[src/rtl/seq_frame_tx_if.sv]
// Handshake and serial-line bundle for the sync-pattern frame transmitter.
interface seq_frame_tx_if #(
   parameter int DATA_W = 8
);
   logic              in_valid;
   logic              in_ready;
   logic [DATA_W-1:0] in_data;
   logic              tx_bit;
   logic              tx_active;
   logic              done;

   modport master (
      output in_valid,
      output in_data,
      input  in_ready,
      input  tx_bit,
      input  tx_active,
      input  done
   );

   modport slave (
      input  in_valid,
      input  in_data,
      output in_ready,
      output tx_bit,
      output tx_active,
      output done
   );
endinterface

[src/rtl/seq_frame_tx.sv]
// Serial frame transmitter: sync header, then payload MSB first, one bit per clock.
// Optional trailing even-parity bit when the PARITY_EN macro is defined.
module seq_frame_tx #(
   parameter int                  DATA_W       = 8,
   parameter int                  SYNC_LEN     = 5,
   parameter logic [SYNC_LEN-1:0] SYNC_PATTERN = 5'b10110,
   parameter logic                IDLE_BIT     = 1'b0
) (
   input  logic          clk,
   input  logic          rst,
   seq_frame_tx_if.slave bus
);

   localparam int CNT_MAX = (SYNC_LEN > DATA_W) ? SYNC_LEN : DATA_W;
   localparam int CNT_W   = (CNT_MAX > 1) ? $clog2(CNT_MAX) : 1;
   localparam logic [CNT_W-1:0] CNT_ZERO  = CNT_W'(0);
   localparam logic [CNT_W-1:0] CNT_ONE   = CNT_W'(1);
   localparam logic [CNT_W-1:0] SYNC_LAST = CNT_W'(SYNC_LEN - 1);
   localparam logic [CNT_W-1:0] DATA_LAST = CNT_W'(DATA_W - 1);

   typedef enum logic [1:0] {
      ST_IDLE = 2'd0,
      ST_SYNC = 2'd1,
      ST_DATA = 2'd2
`ifdef PARITY_EN
      ,
      ST_PAR  = 2'd3
`endif
   } state_t;

`ifdef PARITY_EN
   function automatic logic even_parity(input logic [DATA_W-1:0] word);
      even_parity = ^word;
   endfunction
`endif

   state_t            state_r;
   state_t            state_nx_s;
   logic [CNT_W-1:0]  cnt_r;
   logic [CNT_W-1:0]  cnt_nx_s;
   logic [DATA_W-1:0] shift_r;
   logic [DATA_W-1:0] shift_nx_s;
   logic              tx_bit_r;
   logic              tx_bit_nx_s;
   logic              tx_active_r;
   logic              tx_active_nx_s;
   logic              done_r;
   logic              done_nx_s;
`ifdef PARITY_EN
   logic              par_r;
   logic              par_nx_s;
`endif

   assign bus.in_ready  = (state_r == ST_IDLE);
   assign bus.tx_bit    = tx_bit_r;
   assign bus.tx_active = tx_active_r;
   assign bus.done      = done_r;

   // Next-state logic; line outputs are derived from the next state so they register in step with it.
   always_comb begin
      state_nx_s     = state_r;
      cnt_nx_s       = cnt_r;
      shift_nx_s     = shift_r;
      tx_bit_nx_s    = IDLE_BIT;
      tx_active_nx_s = 1'b0;
`ifdef PARITY_EN
      par_nx_s       = par_r;
`endif

      case (state_r)
         ST_IDLE: begin
            if (bus.in_valid) begin
               state_nx_s = ST_SYNC;
               cnt_nx_s   = SYNC_LAST;
               shift_nx_s = bus.in_data;
`ifdef PARITY_EN
               par_nx_s   = even_parity(bus.in_data);
`endif
            end else begin
               state_nx_s = ST_IDLE;
            end
         end
         ST_SYNC: begin
            if (cnt_r == CNT_ZERO) begin
               state_nx_s = ST_DATA;
               cnt_nx_s   = DATA_LAST;
            end else begin
               cnt_nx_s   = cnt_r - CNT_ONE;
            end
         end
         ST_DATA: begin
            // The first data cycle shows the unshifted MSB, so shifting starts only while already in DATA.
            shift_nx_s = shift_r << 1;
            if (cnt_r == CNT_ZERO) begin
`ifdef PARITY_EN
               state_nx_s = ST_PAR;
`else
               state_nx_s = ST_IDLE;
`endif
            end else begin
               cnt_nx_s   = cnt_r - CNT_ONE;
            end
         end
`ifdef PARITY_EN
         ST_PAR: begin
            state_nx_s = ST_IDLE;
         end
`endif
         default: begin
            state_nx_s = ST_IDLE;
            cnt_nx_s   = CNT_ZERO;
         end
      endcase

      case (state_nx_s)
         ST_SYNC: begin
            tx_bit_nx_s    = SYNC_PATTERN[cnt_nx_s];
            tx_active_nx_s = 1'b1;
         end
         ST_DATA: begin
            tx_bit_nx_s    = shift_nx_s[DATA_W-1];
            tx_active_nx_s = 1'b1;
         end
`ifdef PARITY_EN
         ST_PAR: begin
            tx_bit_nx_s    = par_nx_s;
            tx_active_nx_s = 1'b1;
         end
`endif
         default: begin
            tx_bit_nx_s    = IDLE_BIT;
            tx_active_nx_s = 1'b0;
         end
      endcase

      done_nx_s = (state_nx_s == ST_IDLE) && (state_r != ST_IDLE);
   end

   // State, datapath and registered line outputs.
   always_ff @(posedge clk) begin
      if (rst) begin
         state_r     <= ST_IDLE;
         cnt_r       <= CNT_ZERO;
         shift_r     <= {DATA_W{1'b0}};
         tx_bit_r    <= IDLE_BIT;
         tx_active_r <= 1'b0;
         done_r      <= 1'b0;
`ifdef PARITY_EN
         par_r       <= 1'b0;
`endif
      end else begin
         state_r     <= state_nx_s;
         cnt_r       <= cnt_nx_s;
         shift_r     <= shift_nx_s;
         tx_bit_r    <= tx_bit_nx_s;
         tx_active_r <= tx_active_nx_s;
         done_r      <= done_nx_s;
`ifdef PARITY_EN
         par_r       <= par_nx_s;
`endif
      end
   end

endmodule

[src/flat_wrapper.sv]
// flat-port wrapper written by rule: the top's interface ports become plain ports
module seq_frame_tx_flat 
#(
   parameter int                  DATA_W       = 8,
   parameter int                  SYNC_LEN     = 5,
   parameter logic [SYNC_LEN-1:0] SYNC_PATTERN = 5'b10110,
   parameter logic                IDLE_BIT     = 1'b0
)
  (clk, rst, bus_in_valid, bus_in_data, bus_in_ready, bus_tx_bit, bus_tx_active, bus_done);
  seq_frame_tx_if #(.DATA_W(DATA_W)) bus_i ();
  input  logic clk;
  input  logic rst;
  input wire logic [$bits(bus_i.in_valid)-1:0] bus_in_valid;
  input wire logic [$bits(bus_i.in_data)-1:0] bus_in_data;
  output wire logic [$bits(bus_i.in_ready)-1:0] bus_in_ready;
  output wire logic [$bits(bus_i.tx_bit)-1:0] bus_tx_bit;
  output wire logic [$bits(bus_i.tx_active)-1:0] bus_tx_active;
  output wire logic [$bits(bus_i.done)-1:0] bus_done;
  assign bus_i.in_valid = bus_in_valid;
  assign bus_i.in_data = bus_in_data;
  assign bus_in_ready = bus_i.in_ready;
  assign bus_tx_bit = bus_i.tx_bit;
  assign bus_tx_active = bus_i.tx_active;
  assign bus_done = bus_i.done;
  seq_frame_tx #(.DATA_W(DATA_W), .SYNC_LEN(SYNC_LEN), .SYNC_PATTERN(SYNC_PATTERN), .IDLE_BIT(IDLE_BIT)) u_core (.clk(clk), .rst(rst), .bus(bus_i));
endmodule
[config.mk]
export PLATFORM = sky130hd
export DESIGN_NAME = seq_frame_tx_flat
export DESIGN_NICKNAME = d
export VERILOG_FILES = /design/src/rtl/seq_frame_tx_if.sv /design/src/rtl/seq_frame_tx.sv /design/src/flat_wrapper.sv
export SDC_FILE = /design/constraint.sdc
export NUM_CORES = 1
export LEC_CHECK = 0
export BUFFER_PORTS_ARGS = -buffer_cell sky130_fd_sc_hd__clkbuf_2
export CAP_MARGIN = 20
export CORE_MARGIN = 5
export CORE_UTILIZATION = 48
export CTS_CLUSTER_DIAMETER = 150
export DETAILED_ROUTE_END_ITERATION = 6
export GPL_TIMING_DRIVEN = 0
export PLACE_DENSITY = 0.84
export SKIP_CTS_REPAIR_TIMING = 1
export SLEW_MARGIN = 20
export SYNTH_ARGS = -nofsm -noshare
export SYNTH_HDL_FRONTEND = slang
export SYNTH_SLANG_ARGS = --single-unit
[constraint.sdc]
create_clock -name clk -period 2 [get_ports clk]
set_clock_uncertainty 0.15 [all_clocks]
set_input_delay 0.5 -clock clk [delete_from_list [all_inputs] [get_ports clk]]
set_output_delay 0.5 -clock clk [all_outputs]
set_load 0.02 [all_outputs]
==> flow_results.org <==
** Logic synthesis
- Number of flops mapped to enable cells by yosys :: 0
- Number of nets produced by synthesis :: between 100 and 150
- The share of the Yosys chip area taken by registers is 0.3606.
- The synthesized design contains 16 register bits.
- Number of unique standard cell types used by synthesis :: 35
- Synth warnings :: 0
- The most used flip-flop cell after synthesis is dfxtp_1.
- Fraction of the mapped netlist area in compound gates :: 0.2479
- After synthesis, the largest family of logic cells by area is compound AO/OA/AOI/OAI gates.
- Of the total synthesized cell area, the portion taken by AND, OR, NAND and NOR gates is 0.2099.
- Share of flip-flops with an asynchronous set or reset after synthesis :: 0
- The portion of synthesized area spent on multiplexers is 0.
- Of the total synthesized cell area, the portion taken by XOR and XNOR cells is 0.009859.
- Each instance of the synthesized netlist takes up on average 8.542 sq um.
- Cell count after synthesis :: 104
- Mapped Area :: 888.4 sq um
- Of the total synthesized cell area, the portion taken by full adders, half adders and majority gates is 0.07042.

** Critical path
- Arrival time at the worst endpoint :: 1940 ps
- Critical-path cell list :: inv_4 -> ha_4 -> or2b_2 -> nand2_1 -> o21a_1 -> inv_1 -> ha_2 -> a21oi_2 -> a311oi_1
- STA puts the critical path data required time at 2020 ps.
- In this run the worst path has a maximum fanout of 4.
- Biggest cell delay along the critical path :: 360 ps
- The worst setup path is of the flop to flop kind.
- The number of buffers and inverters on the critical path is 2.
- Crit end category :: flop
- Startpoint type of the worst setup path :: flop
- Among all stages on the critical path, the largest delay is contributed by dfxtp_2.
- The cell family contributing the most delay on the critical path is simple AND/OR/NAND/NOR gates.

** Die
- The floorplan step defined a die boundary enclosing 2811 sq um.
- The region available for standard cell placement spans 1745 sq um.
- In this run the vertical extent of the chip is 53.02 um.
- From left edge to right edge, the die measures 53.02 um.
- Row generation in the floorplan step produced 15 rows.
- Number of top-level design ports :: 15
- For this configuration, the core starts out at a cell density of 0.5090.

** Layout
- Fill cells in the final layout number 160.
- The net count of the finished layout is 140.
- Fraction of final layout cells sized beyond drive strength 1 :: 0.3089
- Cell Count, Final, Fillers Out :: 148
- 0 antenna diodes ended up in the layout.
- P&R area growth vs syn :: 21.13%
- Area used by sequential logic in the layout :: 321.6 sq um
- Multi-input gate area :: between 500 and 600 sq um

** Routing
- WL final :: 2039 um
- Number of vias after detailed routing :: a little over 800
- Using the TritonRoute via totals, the vias-per-cell ratio works out to approximately 5.5.
- Remaining number of nets flagged by the antenna check after routing :: 0
- DRC viols :: 0
- After the first detailed-routing iteration, the DRC count stood at 34.
- The first TritonRoute pass finished after 4 iterations.
- Routed wire length per instance :: 13.78 um

** Timing
- Final cycle utilization of the critical path :: 0.9609
- Unrepaired setup endpoints after global routing :: yes
- Relative slew slack :: 0.7093
- Highest Clock Rate :: roughly 520 MHz
- At the pin with the least slew margin, the transition time is 436.0 ps.
- Counting I/O delays and the setup requirement, the final critical path takes between 1500 and 2000 ps.
- Number of max-slew violations in the final report :: 0
- Finish-stage setup viols :: 0
- Number of hold violations in the final report :: 0

** Clocking
- The tree is rooted in a clkbuf_4.
- Number of clock buffers inserted by TritonCTS :: 3
- Clock tree from TritonCTS :: built
- Number of H-tree levels :: 1
- After clock tree synthesis, the clock-pin slew on the worst setup and hold paths is 100 ps.
- At the later pin of the worst-skew pair, clock insertion delay measures 300 ps.
- Number of clock sinks seen by CTS :: 16
- Worst-case clock buffer depth :: 2

** Power and ir drop
- Total power :: 1131 uW
- For this design the ratio of total power to cell area is 1051 nW/um^2.
- The worst-case IR drop observed on VDD is 619.7 uV.
- Standby leakage power :: 0.0004514 uW

** GRT
- The first global-routing pass estimated approximately 3200 um of wire.
- The initial antenna violation count is 0.
- In the global route stage, overall resource usage came out at 0.1627.
- Global routing finished with a remaining overflow of 0.
- The via count of the first global-routing pass came to 748.
- Pin count of the biggest net entering global routing :: 11

** Job
- Number of maximum-capacitance constraint violations :: 0

** Placement
- Detailed placement ended at an HPWL of ~1400 um.
- During placement, the flow inserted port buffers numbering 14.
- Routability congestion estimate from global placement :: 0.8317
- Including well taps, the total number of placed cells is approximately 140.

** Worst hold path
- The min-delay analysis places its worst path in the category input pin to flop.

** Run status
- Status :: complete, no violations
cell usage after synthesis, drive strengths merged (3+ instances only):
master	n	area (sq um)
dfxtp	16	320.3
o22ai	3	18.77
nor2	12	47.55
a211oi	4	35.03
ha	5	62.56
a21oi	7	35.03
nand2	8	30.03
nand2b	4	25.02
o21ai	3	18.77
a221oi	3	26.28
nor2b	5	38.78
buf	4	37.53
inv	13	48.80
path summary, 6_finish.rpt:
path	startpoint	to	slack, ps	cells after the start
hold reg to reg	u_core.shift_r[6]$_SDFFE_PP0P_	u_core.shift_r[6]$_SDFFE_PP0P_	310	2
hold / removal	rst	u_core.shift_r[7]$_SDFF_PP0_	310	2
setup / recovery	u_core.cnt_r[0]$_SDFF_PP0_	u_core.bus.tx_bit$_SDFF_PP0_	80	9
setup reg to reg	u_core.cnt_r[0]$_SDFF_PP0_	u_core.bus.tx_bit$_SDFF_PP0_	80	9
metrics by stage:
step | util | setup WS (ps) | hold slack (ps) | TNS (ps) | cell area (sq um)
floorplan | - | 119.7 | 280.7 | 0 | 888.4
global placement | 0.5670 | 15.99 | 301.4 | 0 | 989.7
detailed placement | 0.5670 | -20.81 | 300.8 | -20.81 | 989.7
CTS | 0.5878 | -74.08 | 299.1 | -120.6 | 1026
global route | 0.6165 | -17.49 | 306.6 | -17.49 | 1076
finish | 0.6165 | 78.12 | 310.0 | 0 | 1076
registers in the layout (all words and copies together), names as in the netlist:
signal,flops
u_core.bus.done,1
u_core.shift_r,8
u_core.state_r,2
u_core.bus.tx_active,1
u_core.cnt_r,3
u_core.bus.tx_bit,1
final cells by class:
cell class | instances | share of cell area
Inverter | 13 | 0.04767
Multi-Input combinational cell | 70 | 0.4802
Timing Repair Buffer | 15 | 0.07209
Buffer | 5 | 0.03837
Clock buffer | 4 | 0.03372
Tap cell | 25 | 0.02907
Sequential cell | 16 | 0.2988
per-layer routing:
metal | routed length (um) | up-vias | share of wire | track usage
met5 | 0 | - | 0 | 0
met1 | 842 | 380 | 0.41 | 0.1894
met2 | 1025 | 25 | 0.50 | 0.2665
met3 | 123 | 7 | 0.060 | 0.06197
li1 | - | 400 | - | -
met4 | 47 | 0 | 0.023 | 0.06383
worst register-to-register path, delay by kind of cell, from the launching register on:
family	cells	cell delay [ps]
fa+ha+maj	2	330
compound gates	3	390
buf+inv	2	150
flops	1	360
simple gates	2	420
where the power goes:
group	switching (uW)	internal [uW]
clock	111	111
sequential	31.0	377
combinational	284	218
placed cells by master (no fill, tap or decap), types with 2 or more instances in the layout:
cell type	n
inv_1	11
nand2b_1	4
nand2_1	8
o21ai_0	2
clkbuf_2	14
buf_4	3
ha_1	3
a221oi_1	3
a21oi_1	6
nor2_1	10
nor2b_1	4
a211oi_1	3
dfxtp_1	15
o22ai_1	3
buf_6	2
clkbuf_4	3
logic make-up (layout without fill, tap and decap cells):
family | Yosys count | after routing
fa+ha+maj | 5 | 5
buf+inv | 18 | 37
flops | 16 | 16
compound gates | 29 | 29
xor+xnor | 1 | 1
simple gates | 35 | 35
No activity file was read; power rests on OpenSTA's default activity.
